### src/rtl/apb_pkg.sv
// rtl/apb_pkg.sv - shared APB state encoding, SPI register map and timer sizing helper
package apb_pkg;

    typedef enum logic [1:0] {
        IDLE   = 2'b00,
        SETUP  = 2'b01,
        ACCESS = 2'b10
    } apb_state_t;

    localparam logic [2:0] ADDR_CR1 = 3'b000;
    localparam logic [2:0] ADDR_CR2 = 3'b001;
    localparam logic [2:0] ADDR_BR  = 3'b010;
    localparam logic [2:0] ADDR_SR  = 3'b011;
    localparam logic [2:0] ADDR_DR  = 3'b101;

    // A disabled timer (timeout 0) still gets a 1-bit counter so widths stay legal.
    function automatic int timer_width(input int timeout);
        return (timeout > 0) ? $clog2(timeout + 1) : 1;
    endfunction

endpackage

### src/rtl/apb_wait_timer.sv
// rtl/apb_wait_timer.sv - ACCESS wait-state counter with clear, count enable and expiry flag
module apb_wait_timer
    import apb_pkg::*;
#(
    parameter int TIMEOUT = 16
) (
    input  logic Pclk,
    input  logic Preset,
    input  logic clear,
    input  logic count_en,
    output logic expired
);

    localparam int              CW      = timer_width(TIMEOUT);
    localparam bit              ENABLED = (TIMEOUT > 0);
    localparam logic [CW-1:0]   LAST    = CW'((TIMEOUT > 0) ? TIMEOUT - 1 : 0);

    logic [CW-1:0] count;

    // Expiry is combinational so the abort lands in the same cycle the limit is reached.
    assign expired = ENABLED && count_en && (count == LAST);

    always_ff @(posedge Pclk or posedge Preset) begin
        if (Preset) begin
            count <= '0;
        end else if (clear) begin
            count <= '0;
        end else if (ENABLED && count_en && !expired) begin
            count <= count + CW'(1);
        end
    end

endmodule

### src/rtl/apb_master.sv
// rtl/apb_master.sv - command/response to APB requester with wait-state timeout
module apb_master
    import apb_pkg::*;
#(
    parameter int ADDR_W  = 3,
    parameter int DATA_W  = 8,
    parameter int TIMEOUT = 16
) (
    input  logic              Pclk,
    input  logic              Preset,
    input  logic              cmd_valid,
    output logic              cmd_ready,
    input  logic              cmd_write,
    input  logic [ADDR_W-1:0] cmd_addr,
    input  logic [DATA_W-1:0] cmd_wdata,
    output logic              rsp_valid,
    output logic [DATA_W-1:0] rsp_rdata,
    output logic              rsp_err,
    output logic              rsp_timeout,
    output logic              busy,
    output logic              PSEL,
    output logic              PENABLE,
    output logic              PWRITE,
    output logic [ADDR_W-1:0] PADDR,
    output logic [DATA_W-1:0] PWDATA,
    input  logic [DATA_W-1:0] PRDATA,
    input  logic              PREADY,
    input  logic              PSLVERR
);

    apb_state_t        state, state_d;
    logic              psel_d, penable_d, pwrite_d, busy_d;
    logic [ADDR_W-1:0] paddr_d;
    logic [DATA_W-1:0] pwdata_d, rdata_d;
    logic              rsp_valid_d, err_d, to_d;
    logic              complete, accept, expired;

    assign complete  = (state == ACCESS) && PREADY;
    assign cmd_ready = (state == IDLE) || complete;
    assign accept    = cmd_valid && cmd_ready;

    apb_wait_timer #(
        .TIMEOUT (TIMEOUT)
    ) u_wait_timer (
        .Pclk     (Pclk),
        .Preset   (Preset),
        .clear    (state_d == SETUP),
        .count_en ((state == ACCESS) && !PREADY),
        .expired  (expired)
    );

    always_comb begin
        state_d     = state;
        psel_d      = PSEL;
        penable_d   = PENABLE;
        pwrite_d    = PWRITE;
        paddr_d     = PADDR;
        pwdata_d    = PWDATA;
        rsp_valid_d = 1'b0;
        rdata_d     = rsp_rdata;
        err_d       = rsp_err;
        to_d        = rsp_timeout;

        case (state)
            IDLE: begin
                psel_d    = 1'b0;
                penable_d = 1'b0;
            end
            SETUP: begin
                state_d   = ACCESS;
                penable_d = 1'b1;
            end
            ACCESS: begin
                // PREADY is checked first so a completion in the expiry cycle wins.
                if (PREADY) begin
                    rsp_valid_d = 1'b1;
                    err_d       = PSLVERR;
                    to_d        = 1'b0;
                    rdata_d     = (!PWRITE && !PSLVERR) ? PRDATA : '0;
                    state_d     = IDLE;
                    psel_d      = 1'b0;
                    penable_d   = 1'b0;
                end else if (expired) begin
                    rsp_valid_d = 1'b1;
                    err_d       = 1'b1;
                    to_d        = 1'b1;
                    rdata_d     = '0;
                    state_d     = IDLE;
                    psel_d      = 1'b0;
                    penable_d   = 1'b0;
                end
            end
            default: begin
                state_d   = IDLE;
                psel_d    = 1'b0;
                penable_d = 1'b0;
            end
        endcase

        // A command taken at completion chains straight into SETUP, keeping PSEL high.
        if (accept) begin
            state_d   = SETUP;
            psel_d    = 1'b1;
            penable_d = 1'b0;
            pwrite_d  = cmd_write;
            paddr_d   = cmd_addr;
            pwdata_d  = cmd_wdata;
        end

        busy_d = (state_d != IDLE);
    end

    always_ff @(posedge Pclk or posedge Preset) begin
        if (Preset) begin
            state       <= IDLE;
            PSEL        <= 1'b0;
            PENABLE     <= 1'b0;
            PWRITE      <= 1'b0;
            PADDR       <= '0;
            PWDATA      <= '0;
            rsp_valid   <= 1'b0;
            rsp_rdata   <= '0;
            rsp_err     <= 1'b0;
            rsp_timeout <= 1'b0;
            busy        <= 1'b0;
        end else begin
            state       <= state_d;
            PSEL        <= psel_d;
            PENABLE     <= penable_d;
            PWRITE      <= pwrite_d;
            PADDR       <= paddr_d;
            PWDATA      <= pwdata_d;
            rsp_valid   <= rsp_valid_d;
            rsp_rdata   <= rdata_d;
            rsp_err     <= err_d;
            rsp_timeout <= to_d;
            busy        <= busy_d;
        end
    end

endmodule

### config.mk
export PLATFORM = sky130hd
export DESIGN_NAME = apb_master
export DESIGN_NICKNAME = d
export VERILOG_FILES = /design/src/rtl/apb_pkg.sv /design/src/rtl/apb_wait_timer.sv /design/src/rtl/apb_master.sv
export SDC_FILE = /design/constraint.sdc
export NUM_CORES = 1
export LEC_CHECK = 0
export BUFFER_PORTS_ARGS = -buffer_cell sky130_fd_sc_hd__clkbuf_2
export CAP_MARGIN = 10
export CELL_PAD_IN_SITES_DETAIL_PLACEMENT = 0
export CELL_PAD_IN_SITES_GLOBAL_PLACEMENT = 1
export CORE_ASPECT_RATIO = 0.75
export CORE_MARGIN = 3
export CORE_UTILIZATION = 33
export DETAILED_ROUTE_END_ITERATION = 10
export PLACE_DENSITY_LB_ADDON = 0.08
export SLEW_MARGIN = 15
export SYNTH_ARGS = -nofsm -noshare
export SYNTH_HDL_FRONTEND = slang
export SYNTH_SLANG_ARGS = --single-unit
### constraint.sdc
create_clock -name Pclk -period 1.8 [get_ports Pclk]
set_input_delay 0.18 -clock Pclk [delete_from_list [all_inputs] [get_ports Pclk]]
set_output_delay 0.18 -clock Pclk [all_outputs]
set_load 0.005 [all_outputs]
==> run metrics, run 1 <==
IO Port Bufs 51; pwr dens 1200 mW/mm^2; final worst path period share 106%; Worst setup EP type register; Initial Utilization 34.9%; most frequent cell after synthesis dfrtp_1; Overall Global Routing Usage 12.5%; row count 19; Synth area leader dfrtp_1; Max Fclk 0.526 GHz; CTS Sinks 33; clock latency on the worst-skew pair 280 ps; die height 60.2 um; share of Yosys cell area claimed by the top area cell type 63.8%; most common library cells after synthesis 33 x dfrtp_1, 13 x mux2_2, 9 x a22o_1, 4 x nand2_1, 3 x inv_1; first-pass GRT wire length 4.36 mm; via count 964; fraction of registers with async set/reset 100%; status finished, violations left; largest net degree at the start of global routing 16; final slew viol count 0; Post-Syn Area 0.00129 sq mm; critical-path cell list ha_2 > and3_4 > ha_4 > or4b_4 > o21a_1 > mux2_2; Tot Pwr 2.22 mW; Die ar. 0.00472 sq mm; Hold Crit Class in2reg; initial antenna violation count 0; CP startpoint kind register; clock slew at reported path FFs 70 ps; Core Area 0.00371 sq mm; Final min period 1900 ps; max_slew headroom 64.3%; CTS tree yes; vias in the first global route 930; largest stage delay on the critical path 480 ps; syn nets 116; setup violators final 6; Max VDD drop 572 uV; clock buffer depth 2; final hold vios 0; Antenna diodes 0; Seq cells post-synth 33; P_leak 0.953 nW; layout cell share with drive strength beyond 1 57.9%; CP top delay family simple AND/OR/NAND/NOR gates; Cell variety after synth 27; Total Wirelength 2.73 mm; leading register cell type out of synthesis dfrtp_1; grt total ovfl 0; I/O Pins 52; Worst Path Max Fanout 3; Crit path arrival time 2070 ps; Chip Width 78.3 um; post-route cell area 0.00185 sq mm; Critical Path RT 1970 ps; Max Cap Violations 0; # DRC 0; Ys Warns 0; area grow syn2layout 43.2%; Initial DRC Count 52; CTS Buf Count 5; Final WS setup -102 ps; H-tree levels 2; worst-margin pin slew 532 ps; Buf/Inv on CP 0; hpwl dp 1.99 mm; Fin Clk Skew 1.97 ps; Synth area leaders dfrtp_1 64%, mux2_2 11%, a22o_1 6.1%, ha_1 1.9%, mux2i_1 1.5%; Wirelength per Cell 13.0 um; Post-synth EDFFs 0; sequential area share after synthesis 63.8%; Syn Inst Count 89; RSZ-0062 raised after global routing yes; ANT nets after route 0; DR vias/cell 4.57; Root Buffer clkbuf_8; Final nets 185; critical path class reg2reg; drt first pass iters 4; Cell Area, Placed 0.00169 sq mm; Avg Inst Size Synth 14.5 sq um; slowest cell on the critical path or4b_4; global placement routability congestion 0.783; failing checks setup timing
[cell usage in the layout, fill, tap and decap left out]
cell type / count
clkbuf_2: 51
dfrtp_1: 33
mux2_2: 13
buf_4: 10
a22o_1: 9
clkbuf_8: 6
inv_1: 3
nand2_1: 3
nand2b_1: 2
o21ai_0: 2
mux2i_1: 2
a21oi_1: 2
nor2b_1: 1
o21ai_1: 1
nand3b_1: 1
nor3_2: 1
nor4b_2: 1
and2b_1: 1
or4b_4: 1
o21a_1: 1
nand4_1: 1
nor2_4: 1
nand2_4: 1
nor2_1: 1
or2_2: 1
and3_4: 1
o2bb2ai_2: 1
a21o_1: 1
o22a_1: 1
ha_4: 1
ha_2: 1
clkbuf_1: 1
bufinv_16: 1
dlygate4sd3_1: 1
buf_6: 1
[path summary, 6_finish.rpt]
path                            slack, ps             startpoint  cells past startpoint                    end
worst min-delay path                  120              PRDATA[0]                      2           rsp_rdata[0]
max in group asynchronous             820                 Preset                      4  u_wait_timer.count[2]
worst max-delay path                 -100  u_wait_timer.count[1]                      6  u_wait_timer.count[0]
worst max register to register       -100  u_wait_timer.count[1]                      6  u_wait_timer.count[0]
worst min register to register        480                PENABLE                      2                PENABLE
min in group asynchronous             440                 Preset                      3              PWDATA[1]
[worst reg2reg max path, cell delays in order, from the launching register on]
cell	delay [ps]
dfrtp_1	380
ha_2	190
and3_4	180
ha_4	150
or4b_4	480
o21a_1	150
mux2_2	260
[final cells by class]
type                    count  area, sq um
fillers                   357         1860
flip-flops and latches     33          826
multi-input cells          52          483
repair buffers             63          352
clock buffers               7         86.3
well taps                  52         65.1
clock inverters             1         30.0
inverters                   3         11.3
[stage by stage]
stage,TNS (ps),utilization [%],hold WS [ps],setup WS [ps],std cells
floorplan,-86.3,-,266,-86.3,89
global placement,-71.6,45.5,192,-71.6,199
detailed placement,-107,45.5,210,-98.2,199
CTS,-143,49.2,115,-108,209
global route,-831,50.0,107,-170,211
finish,-331,50.0,125,-102,211
[power breakdown]
group	switching (mW)	total [mW]	internal (mW)
logic	0.206	0.511	0.304
clock network	0.260	0.712	0.451
registers	0.0925	0.998	0.905
[repair_timing]
item / CTS / global route
hold buffers: 1 / 0
setup buffers: 1 / 2
pin swaps: 0 / 1
endpoints found under the hold margin: 11 / 0
resized for setup: 1 / 3
setup endpoints to repair: 5 / 8
[logic make-up after synthesis]
family | synth area share [%]
AND/OR/NAND/NOR | 9.38
multiplexers | 12.9
flip-flops | 63.8
adder cells (fa/ha/maj) | 1.93
AO/OA/AOI/OAI | 10.5
buffers and inverters | 1.45
[layer usage]
layer	wire length, um	global-route usage, %	vias up
met5	0	0	-
met4	30	3.74	0
met3	200	5.87	4
met2	1270	20.1	37
met1	1240	15.1	461
li1	-	-	462
[registers in the layout, indices dropped and copies added (netlist names), 2 cells and up]
name and cells:
PADDR 3, u_wait_timer.count 5, PWDATA 8, state 2
rsp_rdata 8
(Power assumes the default switching activity.)
==> inputs of run 2 (changes only) <==
- CORE_UTILIZATION: 33 -> 36
- SLEW_MARGIN: 15 -> default
- clock period: 1.8 -> 1.9 ns (I/O delays scaled with it)
==> run metrics, run 2 (synthesis results as in run 1) <==
status finished, violations left; failing checks setup timing; CTS Buf Count 5; initial antenna violation count 0; layout cell share with drive strength beyond 1 56.4%; final slew viol count 0; max_slew headroom 65.4%; CP top delay family simple AND/OR/NAND/NOR gates; global placement routability congestion 0.732; Worst setup EP type register; largest stage delay on the critical path 480 ps; IO Port Bufs 51; Max VDD drop 508 uV; critical path class reg2reg; Buf/Inv on CP 0; # DRC 0; I/O Pins 52; H-tree levels 2; slowest cell on the critical path or4b_4; area of the multi-input gates 482 sq um; top flop regs PWDATA: 8 flops, rsp_rdata: 8 flops, u_wait_timer.count: 5 flops; ANT nets after route 0; worst-margin pin slew 516 ps; pwr dens 1110 mW/mm^2; Root Buffer clkbuf_8; Final min period 1940 ps; grt total ovfl 0; via count 955; CTS Sinks 33; Initial DRC Count 47; vias in the first global route 965; clock slew at reported path FFs 60 ps; first-pass GRT wire length 4.53 mm; Max Cap Violations 0; Final WS setup -35.7 ps; Initial Utilization 38.3%; commonest non-fill, non-tap cells in the layout 51 x clkbuf_2, 33 x dfrtp_1, 12 x mux2_2; post-route cell area 0.00180 sq mm; most common cell after layout, fill and taps aside clkbuf_2; hpwl dp 1.91 mm; DR vias/cell 4.87; RSZ-0062 raised after global routing yes; Chip Width 75.2 um; Hold Crit Class in2reg; clock buffer depth 2; Cell Area, Placed 0.00165 sq mm; row count 18; Final nets 182; final hold vios 0; CP startpoint kind register; Wirelength per Cell 13.8 um; largest net degree at the start of global routing 34; die height 57.9 um; final worst path period share 102%; Total Wirelength 2.70 mm; Antenna diodes 0; Max Fclk 0.517 GHz; Critical Path RT 2070 ps; setup violators final 1; fillers 328; critical-path cell list ha_2 > and3_4 > ha_4 > or4b_4 > o21a_1 > mux2_4; Crit path arrival time 2100 ps; clock latency on the worst-skew pair 280 ps; flip-flop and latch area 826 sq um; Worst Path Max Fanout 3; Overall Global Routing Usage 14.4%; drt first pass iters 4; Fin Clk Skew 2.59 ps; Die ar. 0.00436 sq mm; CTS tree yes; Core Area 0.00338 sq mm; area grow syn2layout 38.8%; setup_tns -35.7 ps; P_leak 0.936 nW
## run 2: changes by cell type in the layout (fill, tap and decap cells not counted), sizes merged
cell,previous run,this run
bufinv,1,0
clkinv,0,1
buf,11,8
## run 2: area by class of cell
| class | count | share of cell area (%) |
|---|---|---|
| flip-flops and latches | 33 | 46.0 |
| multi-input cells | 52 | 26.8 |
| repair buffers | 60 | 18.1 |
| clock buffers | 7 | 5.37 |
| well taps | 40 | 2.79 |
| inverters | 3 | 0.627 |
| clock inverters | 1 | 0.279 |
## run 2: power by group
part	leakage, nW	internal (mW)	total, mW	switching (mW)
combinational	0.464	0.288	0.478	0.191
clock	0.0542	0.327	0.569	0.242
sequential	0.417	0.858	0.947	0.0890
total	0.936	1.47	1.99	0.522
## run 2: worst paths after layout
kind | startpoint | slack (ps) | cells past startpoint | end
setup reg to reg | u_wait_timer.count[1] | -40 | 6 | u_wait_timer.count[0]
hold / removal | PRDATA[6] | 120 | 2 | rsp_rdata[6]
hold reg to reg | PENABLE | 480 | 2 | PENABLE
setup / recovery | u_wait_timer.count[1] | -40 | 6 | u_wait_timer.count[0]
max in group asynchronous | Preset | 1080 | 4 | rsp_rdata[6]
min in group asynchronous | Preset | 530 | 4 | PWDATA[6]
## run 2: stage by stage
stage	worst slack, ps	cells	hold slack [ps]	util (%)	power [mW]
global route	-95.0	196	121	53.1	2.14
floorplan	-17.8	89	276	-	1.18
detailed placement	-20.7	186	284	48.8	1.43
finish	-35.7	196	124	53.1	1.99
global placement	7.49	186	279	48.8	1.41
CTS	-3.59	196	120	52.9	2.02
## run 2: what timing repair did
item | CTS | global route
hold buffers | 1 | 0
setup endpoints to repair | 1 | 5
pin swaps | 2 | 2
endpoints found under the hold margin | 33 | 0
buffers inserted | 1 | 0
resized for setup | 3 | 1
## run 2: routing by layer
| layer | share of wire (%) | track usage [%] | up-vias | routed length (um) |
|---|---|---|---|---|
| li1 | - | - | 456 | - |
| met1 | 42 | 17.7 | 456 | 1130 |
| met2 | 48 | 21.8 | 37 | 1290 |
| met3 | 9.0 | 7.45 | 6 | 244 |
| met4 | 1.3 | 4.74 | 0 | 35 |
| met5 | 0 | 0 | - | 0 |
